**src/rtl/hazard_scoreboard_pkg.sv**
```systemverilog
// Shared pipeline encodings for the hazard scoreboard: operand-use timing,
// forward-select codes and multiply/divide occupancy lengths.
package hazard_scoreboard_pkg;

  typedef enum logic [1:0] {
    TUSE_D    = 2'd0,
    TUSE_E    = 2'd1,
    TUSE_M    = 2'd2,
    TUSE_NONE = 2'd3
  } tuse_e;

  typedef enum logic [1:0] {
    FWD_RF = 2'd0,
    FWD_E  = 2'd1,
    FWD_M  = 2'd2,
    FWD_W  = 2'd3
  } fwd_sel_e;

  localparam logic [3:0] MD_MULT_CYC = 4'd5;
  localparam logic [3:0] MD_DIV_CYC  = 4'd10;

  // Countdown of remaining result latency, saturating at zero.
  function automatic logic [1:0] sat_dec(input logic [1:0] v);
    return (v == 2'd0) ? 2'd0 : v - 2'd1;
  endfunction

endpackage

```
**src/rtl/hazard_scoreboard_md_busy_counter.sv**
```systemverilog
// Occupancy counter for the multiply/divide unit; a start is only accepted
// on a cycle where the D-stage instruction is not stalled.
module md_busy_counter
  import hazard_scoreboard_pkg::*;
(
  input  logic clk,
  input  logic reset,
  input  logic md_start_i,
  input  logic md_is_div_i,
  input  logic stall_i,
  output logic md_busy_o
);

  logic [3:0] busy_cnt_q;
  logic [3:0] busy_cnt_d;

  always_comb begin
    busy_cnt_d = busy_cnt_q;
    if (md_start_i && !stall_i) begin
      busy_cnt_d = md_is_div_i ? MD_DIV_CYC : MD_MULT_CYC;
    end else if (busy_cnt_q != 4'd0) begin
      busy_cnt_d = busy_cnt_q - 4'd1;
    end
  end

  always_ff @(posedge clk) begin
    if (reset) begin
      busy_cnt_q <= 4'd0;
    end else begin
      busy_cnt_q <= busy_cnt_d;
    end
  end

  assign md_busy_o = (busy_cnt_q != 4'd0);

endmodule

```
**src/rtl/hazard_scoreboard.sv**
```systemverilog
// D-stage hazard unit: tracks destination/latency of instructions in E, M, W
// and produces the stall and operand forward selects for the D-stage sources.
module hazard_scoreboard
  import hazard_scoreboard_pkg::*;
(
  input  logic       clk,
  input  logic       reset,
  input  logic [1:0] tnew_D,
  input  logic [4:0] who_new_D,
  input  logic [4:0] rs_D,
  input  logic [4:0] rt_D,
  input  logic [1:0] tuse_rs_D,
  input  logic [1:0] tuse_rt_D,
  input  logic       md_start_D,
  input  logic       md_is_div_D,
  input  logic       md_use_D,
  output logic       stall,
  output logic [1:0] fwd_rs_D,
  output logic [1:0] fwd_rt_D,
  output logic       md_busy
);

  logic [1:0] tnew_e_q, tnew_e_d;
  logic [1:0] tnew_m_q, tnew_m_d;
  logic [4:0] who_e_q, who_e_d;
  logic [4:0] who_m_q, who_m_d;
  logic [4:0] who_w_q, who_w_d;
  logic       stall_rs, stall_rt, stall_md;

  // A source stalls when a producer in E or M will not have its result
  // ready by the time the D-stage instruction needs it.
  function automatic logic data_stall(
    input logic [4:0] src, input logic [1:0] tuse,
    input logic [4:0] w_e, input logic [1:0] t_e,
    input logic [4:0] w_m, input logic [1:0] t_m
  );
    return (src != 5'd0) && (tuse != TUSE_NONE) &&
           (((w_e == src) && (t_e > tuse)) || ((w_m == src) && (t_m > tuse)));
  endfunction

  function automatic logic [1:0] fwd_sel(
    input logic [4:0] src,
    input logic [4:0] w_e, input logic [1:0] t_e,
    input logic [4:0] w_m, input logic [1:0] t_m,
    input logic [4:0] w_w
  );
    if (src == 5'd0)                     return FWD_RF;
    if ((w_e == src) && (t_e == 2'd0))   return FWD_E;
    if ((w_m == src) && (t_m == 2'd0))   return FWD_M;
    if (w_w == src)                      return FWD_W;
    return FWD_RF;
  endfunction

  assign stall_rs = data_stall(rs_D, tuse_rs_D, who_e_q, tnew_e_q, who_m_q, tnew_m_q);
  assign stall_rt = data_stall(rt_D, tuse_rt_D, who_e_q, tnew_e_q, who_m_q, tnew_m_q);
  assign stall_md = md_use_D && md_busy;
  assign stall    = stall_rs || stall_rt || stall_md;

  assign fwd_rs_D = fwd_sel(rs_D, who_e_q, tnew_e_q, who_m_q, tnew_m_q, who_w_q);
  assign fwd_rt_D = fwd_sel(rt_D, who_e_q, tnew_e_q, who_m_q, tnew_m_q, who_w_q);

  // A stall turns the E slot into a bubble while M and W keep draining.
  always_comb begin
    tnew_e_d = stall ? 2'd0 : sat_dec(tnew_D);
    who_e_d  = stall ? 5'd0 : who_new_D;
    tnew_m_d = sat_dec(tnew_e_q);
    who_m_d  = who_e_q;
    who_w_d  = who_m_q;
  end

  always_ff @(posedge clk) begin
    if (reset) begin
      tnew_e_q <= 2'd0;
      who_e_q  <= 5'd0;
      tnew_m_q <= 2'd0;
      who_m_q  <= 5'd0;
      who_w_q  <= 5'd0;
    end else begin
      tnew_e_q <= tnew_e_d;
      who_e_q  <= who_e_d;
      tnew_m_q <= tnew_m_d;
      who_m_q  <= who_m_d;
      who_w_q  <= who_w_d;
    end
  end

  md_busy_counter u_md_busy_counter (
    .clk         (clk),
    .reset       (reset),
    .md_start_i  (md_start_D),
    .md_is_div_i (md_is_div_D),
    .stall_i     (stall),
    .md_busy_o   (md_busy)
  );

endmodule

```
**config.mk**
```make
export PLATFORM = sky130hd
export DESIGN_NAME = hazard_scoreboard
export DESIGN_NICKNAME = d
export VERILOG_FILES = /design/src/rtl/hazard_scoreboard_pkg.sv /design/src/rtl/hazard_scoreboard_md_busy_counter.sv /design/src/rtl/hazard_scoreboard.sv
export SDC_FILE = /design/constraint.sdc
export NUM_CORES = 1
export LEC_CHECK = 0
export CAP_MARGIN = 20
export CORE_MARGIN = 3
export CORE_UTILIZATION = 50
export CTS_CLUSTER_SIZE = 24
export DETAILED_ROUTE_END_ITERATION = 10
export PLACE_DENSITY_LB_ADDON = 0.25
export REMOVE_ABC_BUFFERS = 1
export SYNTH_ARGS = -nofsm -noshare
export SYNTH_HDL_FRONTEND = slang
export SYNTH_SLANG_ARGS = --single-unit
```
**constraint.sdc**
```tcl
create_clock -name clk -period 2.9 [get_ports clk]
set_input_delay 0.58 -clock clk [delete_from_list [all_inputs] [get_ports clk]]
set_output_delay 0.58 -clock clk [all_outputs]
set_load 0.02 [all_outputs]
```
==> impl_results.html, run 1 <==
<table>
<tr><th>Metric</th><th>Value</th></tr>
<tr><th colspan="2">Route</th></tr>
<tr><td>Final antenna-violating net count</td><td>0</td></tr>
<tr><td>Routed WL per cell</td><td>15.9 um</td></tr>
<tr><td>Vias after detailed routing</td><td>1444</td></tr>
<tr><td>DRC</td><td>0</td></tr>
<tr><td>Initial DRT Pass Iterations</td><td>4</td></tr>
<tr><td>Avg Vias per Cell</td><td>5.53</td></tr>
<tr><td>WL final</td><td>4140 um</td></tr>
<tr><td>Initial drt markers</td><td>72</td></tr>
<tr><th colspan="2">Cells and area</th></tr>
<tr><td>Most common library cell in the layout ignoring fill and taps</td><td>sky130_fd_sc_hd__buf_4</td></tr>
<tr><td>Fraction of layout instances using a drive strength above 1</td><td>26.4%</td></tr>
<tr><td>Layout net count</td><td>270</td></tr>
<tr><td>Number of filler cells placed in the layout</td><td>160</td></tr>
<tr><td>Commonest cells after routing, fill and taps aside</td><td>sky130_fd_sc_hd__buf_4 (31), sky130_fd_sc_hd__dfxtp_1 (23), sky130_fd_sc_hd__xnor2_1 (22)</td></tr>
<tr><td>Diode count</td><td>0</td></tr>
<tr><td>Area occupied by multi-input gates</td><td>0.00103 mm^2</td></tr>
<tr><td>Growth of design area from synthesis to finish</td><td>47.8%</td></tr>
<tr><td>Area taken by flip-flops and latches</td><td>460 um^2</td></tr>
<tr><th colspan="2">Critical path</th></tr>
<tr><td>Total number of cells along the worst setup path</td><td>7</td></tr>
<tr><td>Worst-path fanout max</td><td>2</td></tr>
<tr><td>Worst-path cell with the longest stage delay</td><td>sky130_fd_sc_hd__or4_4</td></tr>
<tr><td>Data arrival time of the critical path</td><td>2280 ps</td></tr>
<tr><td>Number of buffer and inverter stages on the critical path</td><td>2</td></tr>
<tr><td>Type of origin of the critical path</td><td>input pin</td></tr>
<tr><td>Worst EP required</td><td>2320 ps</td></tr>
<tr><td>Family with the most delay on the worst path</td><td>simple AND/OR/NAND/NOR gates</td></tr>
<tr><td>Kind of capture point of the worst setup path</td><td>primary output</td></tr>
<tr><td>Crit Path Class</td><td>input pin to primary output</td></tr>
<tr><td>Cells along the critical path</td><td>dlygate4sd2_1 &gt; or4_4 &gt; o21ai_4 &gt; a211oi_2 &gt; a221o_1 &gt; nand2b_4 &gt; buf_6</td></tr>
<tr><td>Maximum single-stage delay on the critical path</td><td>560 ps</td></tr>
<tr><td>Worst Reg-to-Reg Cells</td><td>9</td></tr>
<tr><th colspan="2">Floorplanning</th></tr>
<tr><td>Starting density of the core</td><td>55.1%</td></tr>
<tr><td>Placeable core region</td><td>0.00261 mm^2</td></tr>
<tr><td>Die Span Y</td><td>59.7 um</td></tr>
<tr><td>Num rows</td><td>18</td></tr>
<tr><td>Die Area</td><td>0.00356 mm^2</td></tr>
<tr><td>Die Width</td><td>59.7 um</td></tr>
<tr><td>I/O pin cnt</td><td>32</td></tr>
<tr><th colspan="2">STA</th></tr>
<tr><td>Worst-case setup margin in the final layout</td><td>41.0 ps</td></tr>
<tr><td>Final hold violation count</td><td>0</td></tr>
<tr><td>Final setup violation count</td><td>0</td></tr>
<tr><td>Final Cycle Share</td><td>98.6%</td></tr>
<tr><td>Final count of pins violating max slew</td><td>0</td></tr>
<tr><td>Worst hold margin</td><td>444 ps</td></tr>
<tr><td>Minimum period implied by the final worst setup slack</td><td>2860 ps</td></tr>
<tr><td>Max transition margin</td><td>70.4%</td></tr>
<tr><td>Peak Freq</td><td>350 MHz</td></tr>
<tr><td>Worst Tran Pin Value</td><td>443 ps</td></tr>
<tr><td>Post-route clock skew</td><td>8.32 ps</td></tr>
<tr><th colspan="2">Clock tree</th></tr>
<tr><td>Clock sinks</td><td>23</td></tr>
<tr><td>Number of buffers created by CTS</td><td>3</td></tr>
<tr><td>Clock Latency Late Sink</td><td>320 ps</td></tr>
<tr><td>Clock slew at reported path FFs</td><td>130 ps</td></tr>
<tr><td>Clock tree from TritonCTS</td><td>done</td></tr>
<tr><td>Hold bufs inserted after CTS</td><td>0</td></tr>
<tr><td>CTS max path bufs</td><td>2</td></tr>
<tr><td>Root Buffer Master</td><td>sky130_fd_sc_hd__clkbuf_4</td></tr>
<tr><td>H-tree lvl count</td><td>1</td></tr>
<tr><th colspan="2">Synth</th></tr>
<tr><td>Fraction of the yosys area taken by sequential cells</td><td>32.0%</td></tr>
<tr><td>Post-Synthesis Cell Area</td><td>0.00144 mm^2</td></tr>
<tr><td>Synth warn</td><td>0</td></tr>
<tr><td>Total of flip-flops plus latches after synthesis</td><td>23</td></tr>
<tr><td>Avg Inst Size Synth</td><td>8.62 um^2</td></tr>
<tr><td>Count of different cell masters after synthesis</td><td>28</td></tr>
<tr><td>Gate Count Post-Synth</td><td>167</td></tr>
<tr><th colspan="2">Power</th></tr>
<tr><td>Internal power</td><td>0.000765 W</td></tr>
<tr><td>Share of total power consumed by net switching</td><td>37.3%</td></tr>
<tr><td>Leakage component of the power</td><td>0.911 nW</td></tr>
<tr><td>Sequential power share</td><td>34.8%</td></tr>
<tr><td>Sw power</td><td>0.000456 W</td></tr>
<tr><td>Clock Power Share</td><td>12.8%</td></tr>
<tr><td>Total power per unit cell area</td><td>574 mW/mm^2</td></tr>
<tr><td>Proportion of power drawn by combinational gates</td><td>52.4%</td></tr>
<tr><td>Maximum VDD drop</td><td>0.696 mV</td></tr>
<tr><th colspan="2">Hold path</th></tr>
<tr><td>Hold WC Path Type</td><td>flop to flop</td></tr>
<tr><td>Hold path depth</td><td>1</td></tr>
<tr><th colspan="2">Run</th></tr>
<tr><td>Number of maximum-capacitance violations</td><td>0</td></tr>
<tr><th colspan="2">Global route</th></tr>
<tr><td>Number of global-route vias before repair</td><td>1528</td></tr>
<tr><td>Number of antenna violations at the first check in global routing</td><td>0</td></tr>
<tr><td>Global-route wire length before repair</td><td>6650 um</td></tr>
<tr><td>Total grt overflow</td><td>0</td></tr>
<tr><td>Pin count of the biggest net entering global routing</td><td>15</td></tr>
<tr><td>GRT Resource Usage Total</td><td>24.4%</td></tr>
<tr><th colspan="2">Placed design</th></tr>
<tr><td>Detail Placement HPWL</td><td>3150 um</td></tr>
<tr><td>Final Wtd Congestion</td><td>0.980</td></tr>
<tr><td>Count of input and output buffers</td><td>31</td></tr>
<tr><td>Pre-CTS setup slack</td><td>-552 ps</td></tr>
<tr><th colspan="2">Outcome</th></tr>
<tr><td>Run status</td><td>finished clean</td></tr>
</table>
==> worst paths after layout <==
| kind | startpoint | to | slack, ps |
|---|---|---|---|
| worst max-delay path | rs_D[4] | stall | 40 |
| worst min-delay path | tnew_e_q[0] | tnew_m_q[0] | 440 |
| worst max register to register | u_md_busy_counter.busy_cnt_q[0] | u_md_busy_counter.busy_cnt_q[2] | 530 |
| worst min register to register | tnew_e_q[0] | tnew_m_q[0] | 440 |
==> cell families (layout without fill, tap and decap cells) <==
family | count (synthesis) | after routing | share of synthesized area, %
DFF | 23 | 23 | 32.0
and+or+nand+nor | 62 | 62 | 23.4
buffers and inverters | 16 | 80 | 4.17
xor gates and xnor gates | 32 | 32 | 19.5
muxes | 2 | 2 | 1.56
adders and majority gates | 12 | 12 | 10.4
AOI/OAI and AO/OA | 20 | 20 | 9.04
==> Yosys cell counts <==
master	count	area, um^2
sky130_fd_sc_hd__a211o_1	1	8.76
sky130_fd_sc_hd__a211oi_1	2	15.0
sky130_fd_sc_hd__a21oi_1	8	40.0
sky130_fd_sc_hd__a221o_1	1	10.0
sky130_fd_sc_hd__a221oi_1	2	17.5
sky130_fd_sc_hd__and2_1	5	31.3
sky130_fd_sc_hd__clkbuf_1	2	7.51
sky130_fd_sc_hd__dfxtp_1	23	460
sky130_fd_sc_hd__ha_1	12	150
sky130_fd_sc_hd__inv_1	14	52.6
sky130_fd_sc_hd__mux2_2	2	22.5
sky130_fd_sc_hd__nand2_1	9	33.8
sky130_fd_sc_hd__nand2b_1	2	12.5
sky130_fd_sc_hd__nand3_1	6	30.0
sky130_fd_sc_hd__nor2_1	10	37.5
sky130_fd_sc_hd__nor2b_1	12	75.1
sky130_fd_sc_hd__nor3_1	8	40.0
sky130_fd_sc_hd__nor3b_1	2	15.0
sky130_fd_sc_hd__nor4_1	4	25.0
sky130_fd_sc_hd__o21ai_0	2	10.0
sky130_fd_sc_hd__o21ai_1	1	5.00
sky130_fd_sc_hd__o21ai_2	1	8.76
sky130_fd_sc_hd__o31ai_1	2	15.0
sky130_fd_sc_hd__or3_1	1	6.26
sky130_fd_sc_hd__or4_1	1	7.51
sky130_fd_sc_hd__or4_4	2	22.5
sky130_fd_sc_hd__xnor2_1	22	193
sky130_fd_sc_hd__xor2_1	10	87.6
==> per-layer routing <==
| metal | up-vias | global-route usage (%) | wire (um) |
|---|---|---|---|
| li1 | 688 | - | - |
| met1 | 688 | 28.8 | 1650 |
| met2 | 58 | 43.8 | 2170 |
| met3 | 10 | 3.67 | 242 |
| met4 | 0 | 9.49 | 73 |
| met5 | - | 0 | 0 |
==> metrics by stage <==
| step | TNS, ps | power, W | instances | instance area (um^2) | utilization [%] |
|---|---|---|---|---|---|
| CTS | 0 | 0.00119 | 258 | 2070 | 79.2 |
| global placement | -1870 | 0.000966 | 252 | 1980 | 75.6 |
| global route | -5.57 | 0.00130 | 261 | 2130 | 81.5 |
| finish | 0 | 0.00122 | 261 | 2130 | 81.5 |
| floorplan | 0 | 0.000746 | 165 | 1430 | - |
| detailed placement | -2480 | 0.00101 | 252 | 1980 | 75.6 |
==> power groups by stage <==
stage                     Sequential, W  Clock, W  Combinational (W)
after floorplan                0.000411         0           0.000335
after global placement         0.000421         0           0.000545
after detailed placement       0.000426         0           0.000581
after CTS                      0.000419  0.000161           0.000611
after global routing           0.000430  0.000171           0.000701
final                          0.000425  0.000157           0.000640
==> registers in the layout, indices dropped and copies added (netlist names) <==
register	cells
who_e_q	5
who_m_q	5
who_w_q	5
u_md_busy_counter.busy_cnt_q	4
tnew_e_q	2
tnew_m_q	2
==> cell type report <==
class	count	share of cell area, %
multi-input cells	128	48.3
repair buffers	62	24.5
flip-flops and latches	23	21.6
inverters	14	2.47
well taps	30	1.76
clock buffers	3	1.06
clock inverters	1	0.353
==> worst reg2reg max path, stage by stage, from the launching register on <==
cell	delay, ps
sky130_fd_sc_hd__dfxtp_1	330
sky130_fd_sc_hd__inv_1	110
sky130_fd_sc_hd__ha_1	190
sky130_fd_sc_hd__nor3b_1	280
sky130_fd_sc_hd__inv_1	110
sky130_fd_sc_hd__a221o_1	400
sky130_fd_sc_hd__buf_4	150
sky130_fd_sc_hd__buf_4	130
sky130_fd_sc_hd__nor2_1	210
sky130_fd_sc_hd__mux2_2	360
==> what timing repair did <==
item,CTS,global route
gates resized for setup,43,11
pin swaps,8,9
setup endpoints to repair,5,4
buffers inserted,2,3
Power figures use the tool's default switching activity.
==> run 2, diff against run 1 <==
--- a/config.mk
+++ b/config.mk
@@ -6,8 +6,8 @@
 export NUM_CORES = 1
 export LEC_CHECK = 0
 export CAP_MARGIN = 20
-export CORE_MARGIN = 3
-export CORE_UTILIZATION = 50
+export CORE_MARGIN = 2
+export CORE_UTILIZATION = 45
 export CTS_CLUSTER_SIZE = 24
 export DETAILED_ROUTE_END_ITERATION = 10
 export PLACE_DENSITY_LB_ADDON = 0.25
==> constraint.sdc (replaced) <==
create_clock -name clk -period 2.4 [get_ports clk]
set_input_delay 0.48 -clock clk [delete_from_list [all_inputs] [get_ports clk]]
set_output_delay 0.48 -clock clk [all_outputs]
set_load 0.02 [all_outputs]
==> impl_results.html, run 2 (same netlist as run 1, synthesis figures left out) <==
<table>
<tr><th>Metric</th><th>Value</th></tr>
<tr><th colspan="2">Outcome</th></tr>
<tr><td>Run status</td><td>finished, violations left</td></tr>
<tr><td>Violations in the final reports</td><td>negative setup slack</td></tr>
<tr><th colspan="2">Cells and area</th></tr>
<tr><td>Most common library cell in the layout ignoring fill and taps</td><td>sky130_fd_sc_hd__buf_4</td></tr>
<tr><td>Commonest cells after routing, fill and taps aside</td><td>sky130_fd_sc_hd__buf_4 (41), sky130_fd_sc_hd__xnor2_1 (22), sky130_fd_sc_hd__dfxtp_1 (19)</td></tr>
<tr><td>Final Instance Area</td><td>0.00221 mm^2</td></tr>
<tr><td>Layout net count</td><td>279</td></tr>
<tr><td>Area occupied by multi-input gates</td><td>0.00105 mm^2</td></tr>
<tr><td>Number of filler cells placed in the layout</td><td>230</td></tr>
<tr><td>Cell Count, Final, Fillers Out</td><td>284</td></tr>
<tr><td>Leading registers by flop count</td><td>who_e_q: 5 flops, who_m_q: 5 flops, who_w_q: 5 flops</td></tr>
<tr><td>Fraction of layout instances using a drive strength above 1</td><td>36.7%</td></tr>
<tr><td>Diode count</td><td>0</td></tr>
<tr><td>Growth of design area from synthesis to finish</td><td>53.7%</td></tr>
<tr><td>Area taken by flip-flops and latches</td><td>465 um^2</td></tr>
<tr><th colspan="2">Route</th></tr>
<tr><td>Initial DRT Pass Iterations</td><td>4</td></tr>
<tr><td>DRC</td><td>0</td></tr>
<tr><td>WL final</td><td>3790 um</td></tr>
<tr><td>Avg Vias per Cell</td><td>4.94</td></tr>
<tr><td>Initial drt markers</td><td>54</td></tr>
<tr><td>Final antenna-violating net count</td><td>0</td></tr>
<tr><td>Vias after detailed routing</td><td>1403</td></tr>
<tr><td>Routed WL per cell</td><td>13.3 um</td></tr>
<tr><th colspan="2">Floorplanning</th></tr>
<tr><td>Die Area</td><td>0.00367 mm^2</td></tr>
<tr><td>Die Span Y</td><td>60.6 um</td></tr>
<tr><td>Placeable core region</td><td>0.00305 mm^2</td></tr>
<tr><td>Starting density of the core</td><td>47.2%</td></tr>
<tr><td>Die Width</td><td>60.6 um</td></tr>
<tr><td>Num rows</td><td>20</td></tr>
<tr><td>I/O pin cnt</td><td>32</td></tr>
<tr><th colspan="2">Clock tree</th></tr>
<tr><td>CTS max path bufs</td><td>2</td></tr>
<tr><td>Clock Latency Late Sink</td><td>310 ps</td></tr>
<tr><td>Number of buffers created by CTS</td><td>3</td></tr>
<tr><td>H-tree lvl count</td><td>1</td></tr>
<tr><td>Clock sinks</td><td>23</td></tr>
<tr><td>Root Buffer Master</td><td>sky130_fd_sc_hd__clkbuf_4</td></tr>
<tr><td>Clock slew at reported path FFs</td><td>130 ps</td></tr>
<tr><td>Clock tree from TritonCTS</td><td>done</td></tr>
<tr><th colspan="2">STA</th></tr>
<tr><td>Post-route clock skew</td><td>8.08 ps</td></tr>
<tr><td>Final setup violation count</td><td>1</td></tr>
<tr><td>Peak Freq</td><td>412 MHz</td></tr>
<tr><td>Max transition margin</td><td>77.5%</td></tr>
<tr><td>Setup repair after global routing missed its margin</td><td>yes</td></tr>
<tr><td>Worst-case setup margin in the final layout</td><td>-24.9 ps</td></tr>
<tr><td>Minimum period implied by the final worst setup slack</td><td>2420 ps</td></tr>
<tr><td>Worst Tran Pin Value</td><td>337 ps</td></tr>
<tr><td>Final count of pins violating max slew</td><td>0</td></tr>
<tr><td>Final Cycle Share</td><td>101%</td></tr>
<tr><td>Final hold violation count</td><td>0</td></tr>
<tr><th colspan="2">Power</th></tr>
<tr><td>Sw power</td><td>0.000548 W</td></tr>
<tr><td>Maximum VDD drop</td><td>0.743 mV</td></tr>
<tr><td>Sequential power share</td><td>33.8%</td></tr>
<tr><td>Internal power</td><td>0.000963 W</td></tr>
<tr><td>Total power per unit cell area</td><td>683 mW/mm^2</td></tr>
<tr><td>Share of total power consumed by net switching</td><td>36.2%</td></tr>
<tr><td>Leakage component of the power</td><td>0.967 nW</td></tr>
<tr><td>Clock Power Share</td><td>12.5%</td></tr>
<tr><td>Overall power consumption</td><td>0.00151 W</td></tr>
<tr><td>Proportion of power drawn by combinational gates</td><td>53.7%</td></tr>
<tr><th colspan="2">Critical path</th></tr>
<tr><td>Type of origin of the critical path</td><td>input pin</td></tr>
<tr><td>Worst EP required</td><td>1920 ps</td></tr>
<tr><td>Maximum single-stage delay on the critical path</td><td>550 ps</td></tr>
<tr><td>Most common cell on crit path</td><td>sky130_fd_sc_hd__buf_6</td></tr>
<tr><td>Cells along the critical path</td><td>buf_6 &gt; or4_4 &gt; o21ai_4 &gt; a211oi_2 &gt; a221o_1 &gt; nand2b_4 &gt; buf_6</td></tr>
<tr><td>Data arrival time of the critical path</td><td>1940 ps</td></tr>
<tr><td>Kind of capture point of the worst setup path</td><td>primary output</td></tr>
<tr><td>Worst-path cell with the longest stage delay</td><td>sky130_fd_sc_hd__or4_4</td></tr>
<tr><td>Worst-path fanout max</td><td>2</td></tr>
<tr><td>Crit Path Class</td><td>input pin to primary output</td></tr>
<tr><th colspan="2">Placed design</th></tr>
<tr><td>Detail Placement HPWL</td><td>3080 um</td></tr>
<tr><td>Count of input and output buffers</td><td>31</td></tr>
<tr><td>Inst Count DP</td><td>278</td></tr>
<tr><td>Final Wtd Congestion</td><td>0.834</td></tr>
<tr><td>Standard cell area after detailed placement</td><td>0.00208 mm^2</td></tr>
<tr><th colspan="2">Global route</th></tr>
<tr><td>Global-route wire length before repair</td><td>6020 um</td></tr>
<tr><td>Total grt overflow</td><td>0</td></tr>
<tr><td>GRT Resource Usage Total</td><td>21.7%</td></tr>
<tr><td>Number of global-route vias before repair</td><td>1451</td></tr>
<tr><td>Number of antenna violations at the first check in global routing</td><td>0</td></tr>
<tr><td>Pin count of the biggest net entering global routing</td><td>15</td></tr>
<tr><th colspan="2">Run</th></tr>
<tr><td>Number of maximum-capacitance violations</td><td>0</td></tr>
<tr><th colspan="2">Hold path</th></tr>
<tr><td>Hold WC Path Type</td><td>flop to flop</td></tr>
</table>
[run 2: cell types whose count changed in the layout (fill, tap and decap cells not counted), moves of 4 or more]
cell	previous run	this run
sky130_fd_sc_hd__buf_4	31	41
sky130_fd_sc_hd__buf_2	3	7
sky130_fd_sc_hd__dfxtp_2	0	4
sky130_fd_sc_hd__dfxtp_1	23	19
sky130_fd_sc_hd__dlygate4sd2_1	10	4
sky130_fd_sc_hd__clkdlybuf4s50_1	15	11
[run 2: metal layers]
layer	up-vias	global-route usage, %	wire length [um]
met5	-	0	0
met4	0	6.83	36
met3	4	2.56	81
met2	22	39.8	2000
met1	670	26.2	1670
li1	707	-	-
[run 2: worst paths after layout]
kind,end,start,slack [ps],cells past startpoint
setup / recovery,stall,rs_D[0],-20,7
hold reg to reg,tnew_m_q[0],tnew_e_q[0],420,1
hold / removal,tnew_m_q[0],tnew_e_q[0],420,1
setup reg to reg,u_md_busy_counter.busy_cnt_q[2],tnew_e_q[1],340,8
[run 2: layout make-up]
cell class,count,share of cell area [%]
timing repair buffer,71,25.3
clock buffer,3,1.02
clock inverter,1,0.339
inverter,14,2.37
tap,44,2.49
multi-input combinational,128,47.4
sequential,23,21.0
[run 2: what timing repair did]
action	in CTS	in global routing
resized for setup	80	21
hold buffers	0	0
setup endpoints to repair	15	4
buffers inserted	2	0
endpoints found under the hold margin	0	0
pin swaps	13	6
[run 2: power by group through the flow]
| stage | clock network [W] | logic, W | registers [W] |
|---|---|---|---|
| 4_1_cts | 0.000193 | 0.000795 | 0.000507 |
| 3_5_place_dp | 0 | 0.000759 | 0.000512 |
| 5_1_grt | 0.000213 | 0.000882 | 0.000519 |
| 3_3_place_gp | 0 | 0.000720 | 0.000508 |
| 2_1_floorplan | 0 | 0.000405 | 0.000497 |
| 6_report | 0.000188 | 0.000812 | 0.000511 |
[run 2: per-stage QoR]
step	util, %	setup TNS, ps	hold WS [ps]	worst slack, ps
2_1_floorplan	-	0	394	38.0
6_report	72.5	-24.9	425	-24.9
3_3_place_gp	68.2	-6600	404	-784
3_5_place_dp	68.2	-7830	410	-848
5_1_grt	72.5	-61.6	437	-53.2
4_1_cts	70.8	-59.4	428	-59.4
[run 2: critical path: cells and delay by family]
family / cells / cell delay, ps
buffers and inverters: 2 / 210
AOI/OAI and AO/OA: 3 / 540
and+or+nand+nor: 2 / 710
